### config.mk
export PLATFORM = sky130hd
export DESIGN_NAME = ksl_add_engine_flat
export DESIGN_NICKNAME = d
export VERILOG_FILES = /design/src/rtl/ksl_add_engine_if.sv /design/src/rtl/ksl_add_engine.sv /design/src/flat_wrapper.sv
export SDC_FILE = /design/constraint.sdc
export NUM_CORES = 1
export LEC_CHECK = 0
export ABC_CLOCK_PERIOD_IN_PS = 5650
export CAP_MARGIN = 20
export CORE_AREA = 3 3 62 64
export CTS_CLUSTER_DIAMETER = 100
export DETAILED_ROUTE_END_ITERATION = 10
export DIE_AREA = 0 0 65 67
export PLACE_DENSITY_LB_ADDON = 0.05
export SYNTH_ARGS = -nofsm -noshare
export SYNTH_HDL_FRONTEND = slang
export SYNTH_SLANG_ARGS = --single-unit
### constraint.sdc
create_clock -name clk -period 5.65 [get_ports clk]
set_input_delay 1.13 -clock clk [delete_from_list [all_inputs] [get_ports clk]]
set_output_delay 1.13 -clock clk [all_outputs]
set_load 0.02 [all_outputs]
### src/rtl/ksl_add_engine_if.sv
// Request, result, cache-read and clear signals of the KSL attenuation engine.
// The master drives requests and consumes results; the slave is the engine.
interface ksl_add_engine_if #(
  parameter int CHAN_WIDTH    = 4,
  parameter int KSL_ADD_WIDTH = 8
) ();
  localparam int REG_FNUM_WIDTH  = 10;
  localparam int REG_BLOCK_WIDTH = 3;
  localparam int REG_KSL_WIDTH   = 2;

  logic                       in_valid;
  logic                       in_ready;
  logic [CHAN_WIDTH-1:0]      in_chan;
  logic [REG_FNUM_WIDTH-1:0]  fnum;
  logic [REG_BLOCK_WIDTH-1:0] block;
  logic [REG_KSL_WIDTH-1:0]   ksl;
  logic                       out_valid;
  logic                       out_ready;
  logic [CHAN_WIDTH-1:0]      out_chan;
  logic [KSL_ADD_WIDTH-1:0]   out_ksl_add;
  logic                       clear;
  logic                       busy;
  logic [CHAN_WIDTH-1:0]      rd_chan;
  logic [KSL_ADD_WIDTH-1:0]   rd_ksl_add;

  modport master (
    output in_valid, in_chan, fnum, block, ksl, out_ready, clear, rd_chan,
    input  in_ready, out_valid, out_chan, out_ksl_add, busy, rd_ksl_add
  );

  modport slave (
    input  in_valid, in_chan, fnum, block, ksl, out_ready, clear, rd_chan,
    output in_ready, out_valid, out_chan, out_ksl_add, busy, rd_ksl_add
  );
endinterface

### src/rtl/ksl_add_engine.sv
// Two-stage KSL attenuation pipeline with stall-on-backpressure.
// Define KSL_ADD_CACHE_EN to build the per-channel result cache, read port and clear FSM.
module ksl_add_engine #(
  parameter int NUM_CHANNELS  = 9,
  parameter int CHAN_WIDTH    = 4,
  parameter int KSL_ADD_WIDTH = 8
) (
  input logic clk,
  input logic rst,
  ksl_add_engine_if.slave bus
);

  localparam logic [6:0] KSL_ROM [16] = '{
    7'd0,  7'd32, 7'd40, 7'd45, 7'd48, 7'd51, 7'd53, 7'd55,
    7'd56, 7'd58, 7'd59, 7'd60, 7'd61, 7'd62, 7'd63, 7'd64
  };

  logic                     s1_valid;
  logic [6:0]               s1_rom;
  logic [2:0]               s1_block;
  logic [1:0]               s1_ksl;
  logic [CHAN_WIDTH-1:0]    s1_chan;
  logic                     s2_valid;
  logic [CHAN_WIDTH-1:0]    s2_chan;
  logic [KSL_ADD_WIDTH-1:0] s2_ksl_add;
  logic                     s2_advance;
  logic                     pipe_ready;
  logic                     in_fire;
  logic signed [8:0]        t;
  logic [7:0]               t_mag;
  logic [7:0]               s2_result;
  logic                     unused_fnum_lsbs;

  assign s2_advance       = !s2_valid || bus.out_ready;
  assign pipe_ready       = !s1_valid || s2_advance;
  assign in_fire          = bus.in_valid && bus.in_ready;
  assign unused_fnum_lsbs = ^bus.fnum[5:0];

  always_ff @(posedge clk or negedge rst) begin
    if (!rst) begin
      s1_valid <= 1'b0;
      s1_rom   <= '0;
      s1_block <= '0;
      s1_ksl   <= '0;
      s1_chan  <= '0;
    end else if (in_fire) begin
      s1_valid <= 1'b1;
      s1_rom   <= KSL_ROM[bus.fnum[9:6]];
      s1_block <= bus.block;
      s1_ksl   <= bus.ksl;
      s1_chan  <= bus.in_chan;
    end else if (s2_advance) begin
      s1_valid <= 1'b0;
    end
  end

  // t = rom + 8*(block-8); the positive range tops out at 56, so 8 bits hold t<<2
  assign t     = $signed({2'b00, s1_rom}) + $signed({3'b000, s1_block, 3'b000}) - 9'sd64;
  assign t_mag = t[7:0];

  always_comb begin
    s2_result = '0;
    if (!t[8] && (t != 9'sd0)) begin
      case (s1_ksl)
        2'd1:    s2_result = t_mag << 1;
        2'd2:    s2_result = t_mag;
        2'd3:    s2_result = t_mag << 2;
        default: s2_result = '0;
      endcase
    end
  end

  always_ff @(posedge clk or negedge rst) begin
    if (!rst) begin
      s2_valid   <= 1'b0;
      s2_chan    <= '0;
      s2_ksl_add <= '0;
    end else if (s2_advance) begin
      s2_valid <= s1_valid;
      if (s1_valid) begin
        s2_chan    <= s1_chan;
        s2_ksl_add <= KSL_ADD_WIDTH'(s2_result);
      end
    end
  end

  assign bus.out_valid   = s2_valid;
  assign bus.out_chan    = s2_chan;
  assign bus.out_ksl_add = s2_ksl_add;

`ifdef KSL_ADD_CACHE_EN
  localparam logic [CHAN_WIDTH-1:0] LAST_CHAN = CHAN_WIDTH'(NUM_CHANNELS - 1);

  typedef enum logic {IDLE, CLEAR} state_t;

  state_t                   state_q;
  state_t                   state_d;
  logic [CHAN_WIDTH-1:0]    cnt_q;
  logic [KSL_ADD_WIDTH-1:0] cache [NUM_CHANNELS];
  logic [KSL_ADD_WIDTH-1:0] rd_q;
  logic                     wr_en;

  always_ff @(posedge clk or negedge rst) begin
    if (!rst) begin
      state_q <= IDLE;
      cnt_q   <= '0;
    end else begin
      state_q <= state_d;
      cnt_q   <= (state_q == CLEAR) ? cnt_q + 1'b1 : '0;
    end
  end

  always_comb begin
    state_d = state_q;
    case (state_q)
      IDLE:    if (bus.clear) state_d = CLEAR;
      CLEAR:   if (cnt_q == LAST_CHAN) state_d = IDLE;
      default: state_d = IDLE;
    endcase
  end

  // Results draining while the clear runs still leave on out_* but never land in the cache
  assign wr_en = bus.out_valid && bus.out_ready && (bus.out_chan <= LAST_CHAN) && (state_q == IDLE);

  always_ff @(posedge clk or negedge rst) begin
    if (!rst) begin
      for (int i = 0; i < NUM_CHANNELS; i++) cache[i] <= '0;
      rd_q <= '0;
    end else begin
      if (state_q == CLEAR) cache[cnt_q] <= '0;
      else if (wr_en) cache[bus.out_chan] <= bus.out_ksl_add;
      rd_q <= (bus.rd_chan <= LAST_CHAN) ? cache[bus.rd_chan] : '0;
    end
  end

  assign bus.in_ready   = (state_q == IDLE) && pipe_ready;
  assign bus.busy       = (state_q == CLEAR);
  assign bus.rd_ksl_add = rd_q;
`else
  logic unused_cache_inputs;

  assign unused_cache_inputs = ^{bus.clear, bus.rd_chan};
  assign bus.in_ready        = pipe_ready;
  assign bus.busy            = 1'b0;
  assign bus.rd_ksl_add      = '0;
`endif

endmodule

### src/flat_wrapper.sv
// flat-port wrapper written by rule: the top's interface ports become plain ports
module ksl_add_engine_flat 
#(
  parameter int NUM_CHANNELS  = 9,
  parameter int CHAN_WIDTH    = 4,
  parameter int KSL_ADD_WIDTH = 8
)
  (clk, rst, bus_in_valid, bus_in_chan, bus_fnum, bus_block, bus_ksl, bus_out_ready, bus_clear, bus_rd_chan, bus_in_ready, bus_out_valid, bus_out_chan, bus_out_ksl_add, bus_busy, bus_rd_ksl_add);
  ksl_add_engine_if #(.CHAN_WIDTH(CHAN_WIDTH), .KSL_ADD_WIDTH(KSL_ADD_WIDTH)) bus_i ();
  input logic clk;
  input logic rst;
  input wire logic [$bits(bus_i.in_valid)-1:0] bus_in_valid;
  input wire logic [$bits(bus_i.in_chan)-1:0] bus_in_chan;
  input wire logic [$bits(bus_i.fnum)-1:0] bus_fnum;
  input wire logic [$bits(bus_i.block)-1:0] bus_block;
  input wire logic [$bits(bus_i.ksl)-1:0] bus_ksl;
  input wire logic [$bits(bus_i.out_ready)-1:0] bus_out_ready;
  input wire logic [$bits(bus_i.clear)-1:0] bus_clear;
  input wire logic [$bits(bus_i.rd_chan)-1:0] bus_rd_chan;
  output wire logic [$bits(bus_i.in_ready)-1:0] bus_in_ready;
  output wire logic [$bits(bus_i.out_valid)-1:0] bus_out_valid;
  output wire logic [$bits(bus_i.out_chan)-1:0] bus_out_chan;
  output wire logic [$bits(bus_i.out_ksl_add)-1:0] bus_out_ksl_add;
  output wire logic [$bits(bus_i.busy)-1:0] bus_busy;
  output wire logic [$bits(bus_i.rd_ksl_add)-1:0] bus_rd_ksl_add;
  assign bus_i.in_valid = bus_in_valid;
  assign bus_i.in_chan = bus_in_chan;
  assign bus_i.fnum = bus_fnum;
  assign bus_i.block = bus_block;
  assign bus_i.ksl = bus_ksl;
  assign bus_i.out_ready = bus_out_ready;
  assign bus_i.clear = bus_clear;
  assign bus_i.rd_chan = bus_rd_chan;
  assign bus_in_ready = bus_i.in_ready;
  assign bus_out_valid = bus_i.out_valid;
  assign bus_out_chan = bus_i.out_chan;
  assign bus_out_ksl_add = bus_i.out_ksl_add;
  assign bus_busy = bus_i.busy;
  assign bus_rd_ksl_add = bus_i.rd_ksl_add;
  ksl_add_engine #(.NUM_CHANNELS(NUM_CHANNELS), .CHAN_WIDTH(CHAN_WIDTH), .KSL_ADD_WIDTH(KSL_ADD_WIDTH)) u_core (.clk(clk), .rst(rst), .bus(bus_i));
endmodule
## After elaboration in Yosys (flattened, before gate mapping)

Memories as Yosys holds them, arrays and structs flattened. A register that Yosys moved wholly into a read port is not among the register bits.
Index checks and enable logic that the tools add are counted.

| word-level totals | value |
|---|---|
| flip-flop bits (word level) | 23 |
| bits in latches | 0 |
| bits in writable memories | 0 |
| memory bits (read-only) | 112 |
| input bits | 28 |
| memories kept | 1 |

Memory list:

| name | words | width | rd ports | clocked after memory_dff | write ports | line | source |
|---|---|---|---|---|---|---|---|
| (no name shown) | 16 | 7 | 1 | 1 | 0 | ksl_add_engine.sv:48 | `s1_rom <= KSL_ROM[bus.fnum[9:6]];` |

| cells by class | value |
|---|---|
| add/subtract/negate cells | 2 |
| multiply operators | 0 |
| divide/modulo/power cells | 0 |
| order comparisons | 0 |
| equality and inequality tests | 3 |
| shift-type cells | 0 |
| muxes and demuxes | 4 |
| bitwise operators | 1 |
| reductions and logical operators | 11 |

Operators with widths:

| operator | number |
|---|---|
| case mux 8 bit (3 select lines) | 1 |
| nonzero test 9 bit | 1 |
| subtractor 9 x 8 -> 9 bit (second input constant) | 1 |
| adder 7 x 6 -> 8 bit | 1 |
| 2-to-1 mux 8 bit | 1 |
| inverter 4 -> 5 bit | 1 |
| == test 2 bit (second input constant) | 2 |
| zero test 1 bit | 4 |
| == test 2 x 1 -> 1 bit (second input constant) | 1 |
| logical AND 1 bit | 2 |
| logical OR 1 bit | 2 |
| 2-to-1 mux 1 bit | 2 |
| AND reduction 2 bit | 1 |
| nonzero test 2 bit | 1 |

## Logic depth before layout (Yosys ltp)

| depth | value |
|---|---|
| word-level depth | 5 |
| mapped depth | 11 |

## Least setup slack after synthesis

Ideal clock, no wire load.

| path | value |
|---|---|
| kind | input to output |
| start point | input port bus_out_ready |
| end point | output port bus_in_ready |
| arrival | 1.413 ns |
| required time | 4.520 ns |
| setup slack | 3.107 ns |
| stages on the path | 1 |
| buffers on the path | 0 |
| path through | nand3b_1 |

| between the ends | value |
|---|---|
| cells in the longest elaborated chain, start to end | 2 |

Ends and longest elaborated chain:

| element | line | source |
|---|---|---|
| from (decl) | flat_wrapper.sv:17 | `input wire logic [$bits(bus_i.out_ready)-1:0] bus_out_ready;` |
| logical OR 1 bit | ksl_add_engine.sv:34 | `assign s2_advance = !s2_valid \|\| bus.out_ready;` |
| logical OR 1 bit | ksl_add_engine.sv:35 | `assign pipe_ready = !s1_valid \|\| s2_advance;` |
| to (decl) | flat_wrapper.sv:20 | `output wire logic [$bits(bus_i.in_ready)-1:0] bus_in_ready;` |

No other way between the ends.

## Final worst setup path

Ends and elaborated chain as after synthesis.

==> results by group <==
Detailed routing
  • Via count: 1,153
  • Avg Vias per Cell: 5.03
  • Post-route DRC: 0
  • Antenna viol nets, final: 0
  • Final wirelength: 2950 um
  • 1st-pass router iterations: 2
  • Initial detailed-routing violation count: 66
  • Routed wire per std cell: 12.9 um

Power
  • Sequential power share: 0.456
  • Int Power: 0.000412 W
  • P_leak: 0.882 nW
  • Sw frac: 0.333
  • Gate power share: 0.361
  • P_sw: 0.000205 W
  • Power Dens Cells: 310 nW/um^2
  • Peak VDD IR: 173 uV
  • Clock group share of total power: 0.183

Floorplan
  • FP Rows: 21
  • Die Ht: 67 um
  • Full die area: 4360 sq um
  • Num ports: 51
  • Initial Util: 0.495
  • Die width: 65 um
  • Core ar.: 3340 sq um

Clock tree
  • Max H-tree Level: 2
  • CTS Buf Count: 5
  • Clock root buffer master: clkbuf_4
  • Clock Tree Buf Depth: 2
  • Postcts setup bufs: 0
  • Sink Count: 30
  • CTS tree: built
  • Clock-pin slew on the worst setup and hold paths: 80 ps
  • Clk_lat worst skew: 320 ps
  • CTS Hold Buffers Added: 0
  • Post_cts resized: 0

Setup path
  • Crit path largest cell delay: 620 ps
  • Peak fanout along the critical path: 3
  • CP Class: input port to output port
  • CP dominant cell by count: clkdlybuf4s50_1
  • Top delay family on crit path: buffers and inverters
  • CP arrival: 2380 ps
  • Crit-path cells: clkdlybuf4s50_1, nand3b_1, clkdlybuf4s50_1
  • Crit. End Element: output port
  • Slowest CP cell: clkdlybuf4s50_1
  • CP Data Required Time: 4520 ps
  • Startpoint Class: input port
  • Bufs and invs on worst path: 2

Logic synthesis
  • Syn Area/Cell: 10.7 sq um
  • Mux contribution to synthesized area: 0.127
  • Cell variety after synth: 33
  • Most frequent cell after synthesis: dfrtp_1
  • Synth area leaders: dfrtp_1 45%, mux2_2 9.5%, ha_1 6.8%
  • Synth Area in XOR/XNOR: 0.0159
  • Register bit total from synthesis: 30
  • Cell type with the highest aggregate area in the netlist: dfrtp_1
  • Post-Syn Area: 1650 sq um
  • Post-Synth Simple-Gate Area: 0.0985
  • Synth top area share: 0.455
  • Main synth FF type: dfrtp_1
  • Synth warn: 0
  • Synth async-reset ratio: 1.00
  • Post-synth EDFFs: 0
  • Sequential-to-total area share from yosys stat: 0.455
  • Cells after Synth: 154
  • Top cells by count, synth: 30 x dfrtp_1, 14 x mux2_2, 13 x nand2_1
  • Largest family of logic cells by synthesized area: compound AO/OA/AOI/OAI gates
  • Compound-Gate Fraction of Synth Area: 0.139
  • Adder-cell share of the synthesized area: 0.0803

STA
  • Min Tclk post-route: 3510 ps
  • Setup TNS: 0 ps
  • Final hold vios: 0
  • Min Hold Slack: 493 ps
  • Worst Skew: 3.29 ps
  • Worst-Margin Slew: 812 ps
  • Setup-failing EPs final: 0
  • Slew Viols, Final: 0
  • Period Utilization, post-route: 0.621
  • Max-slew headroom: 0.458
  • Fmax: 0.285 GHz
  • RSZ-0062 raised after global routing: false

Outcome
  • Outcome: complete, no violations

Placed design
  • Final HPWL DP: 2210 um
  • Port bufs: 30
  • Placer Congestion: 0.738

Final layout
  • Multi-input logic area: 795 sq um
  • Register area: 751 sq um
  • Area growth, synth to finish: 20.5%
  • Fin nets: 221
  • Fillcell total: 296
  • Fraction of layout cells with a size suffix above 1: 0.126
  • # diodes: 0

Global route
  • Initial antenna violation count: 0
  • Largest net degree at the start of global routing: 31
  • Vias in the first global route: 1,183
  • GR Util All Layers: 0.157
  • Grt total ovfl: 0
  • First-pass GRT wire length: 5120 um

Min path
  • Hold Path Class: register to register

Flow run
  • Max Cap Viol: 0
## worst paths after layout
path / startpoint / end / slack [ps] / depth (start not counted)
max in group asynchronous: rst / u_core.bus.out_chan[2]$_DFFE_PN0P_ / 4190 / 2
hold / removal: u_core.bus.out_ksl_add[0]$_DFFE_PN0P_ / u_core.bus.out_ksl_add[0]$_DFFE_PN0P_ / 490 / 1
setup reg to reg: u_core.s1_block[1]$_DFFE_PN0P_ / u_core.bus.out_ksl_add[3]$_DFFE_PN0P_ / 2920 / 10
hold reg to reg: u_core.bus.out_ksl_add[0]$_DFFE_PN0P_ / u_core.bus.out_ksl_add[0]$_DFFE_PN0P_ / 490 / 1
min in group asynchronous: rst / u_core.s1_valid$_DFFE_PN0P_ / 1190 / 2
setup / recovery: bus_out_ready / bus_in_ready / 2140 / 3
## per-stage QoR
| stage | std cells | instance area [sq um] | utilization | setup WS, ps | total power [W] |
|---|---|---|---|---|---|
| CTS | 229 | 1990 | 0.596 | 2140 | 0.000625 |
| global route | 229 | 1990 | 0.596 | 2100 | 0.000665 |
| global placement | 222 | 1940 | 0.583 | 2180 | 0.000504 |
| floorplan | 162 | 1680 | - | 3110 | 0.000431 |
| detailed placement | 222 | 1940 | 0.583 | 2150 | 0.000510 |
| finish | 229 | 1990 | 0.596 | 2140 | 0.000617 |
## sequential cells by signal, indices dropped and copies added (netlist names)
signal / cells
u_core.bus.out_ksl_add: 8
u_core.bus.out_chan: 4
u_core.s1_rom: 7
u_core.s1_chan: 4
u_core.bus.out_valid: 1
u_core.s1_valid: 1
u_core.s1_block: 3
u_core.s1_ksl: 2
## power groups by stage
| stage | Combinational (W) | Sequential, W | Clock (W) |
|---|---|---|---|
| global route | 0.000247 | 0.000287 | 0.000131 |
| floorplan | 0.000132 | 0.000300 | 0 |
| finish | 0.000222 | 0.000281 | 0.000113 |
| CTS | 0.000225 | 0.000282 | 0.000118 |
| global placement | 0.000220 | 0.000284 | 0 |
| detailed placement | 0.000224 | 0.000286 | 0 |
## routing by layer
metal | global-route usage | vias to the layer above | routed length (um)
met4 | 0.0712 | 0 | 55
met1 | 0.176 | 545 | 1300
met3 | 0.0556 | 7 | 166
li1 | - | 574 | -
met5 | 0 | - | 0
met2 | 0.268 | 27 | 1420
## worst register-to-register path: cells and delay by family (launching register included)
family | cells | cell delay [ps]
AOI/OAI and AO/OA | 4 | 700
DFF | 1 | 400
xor gates and xnor gates | 1 | 220
and+or+nand+nor | 3 | 800
adders and majority gates | 2 | 500
## cells in the final DEF (no fill, tap or decap), types with 2 or more instances in the layout
cell             Yosys  final
clkdlybuf4s50_1      0     30
dfrtp_1             30     30
mux2_2              14     14
nand2_1             13     13
o21ai_0             12     12
inv_1                9      9
ha_1                 9      9
conb_1               1      9
a21oi_1              8      8
a22o_1               7      7
clkbuf_4             0      5
nand2b_1             4      4
nor2_1               4      4
mux2i_1              3      3
nor2b_1              2      2
xnor2_1              2      2
nand3b_1             2      2
nand3_1              2      2
o22ai_1              2      2
clkbuf_1             6      2
## area by class of cell
class,count,share of cell area
multi-input combinational,106,0.399
sequential,30,0.377
timing repair buffer,31,0.155
tap,46,0.0289
clock buffer,7,0.0226
inverter,9,0.0170
## cell families (layout without fill, tap and decap cells)
kind of cell | Yosys count | count (layout)
other | 1 | 9
and+or+nand+nor | 31 | 31
DFF | 30 | 30
adders and majority gates | 10 | 10
AOI/OAI and AO/OA | 35 | 35
muxes | 18 | 18
buffers and inverters | 26 | 47
xor gates and xnor gates | 3 | 3
No activity file was read; power rests on OpenSTA's default activity.
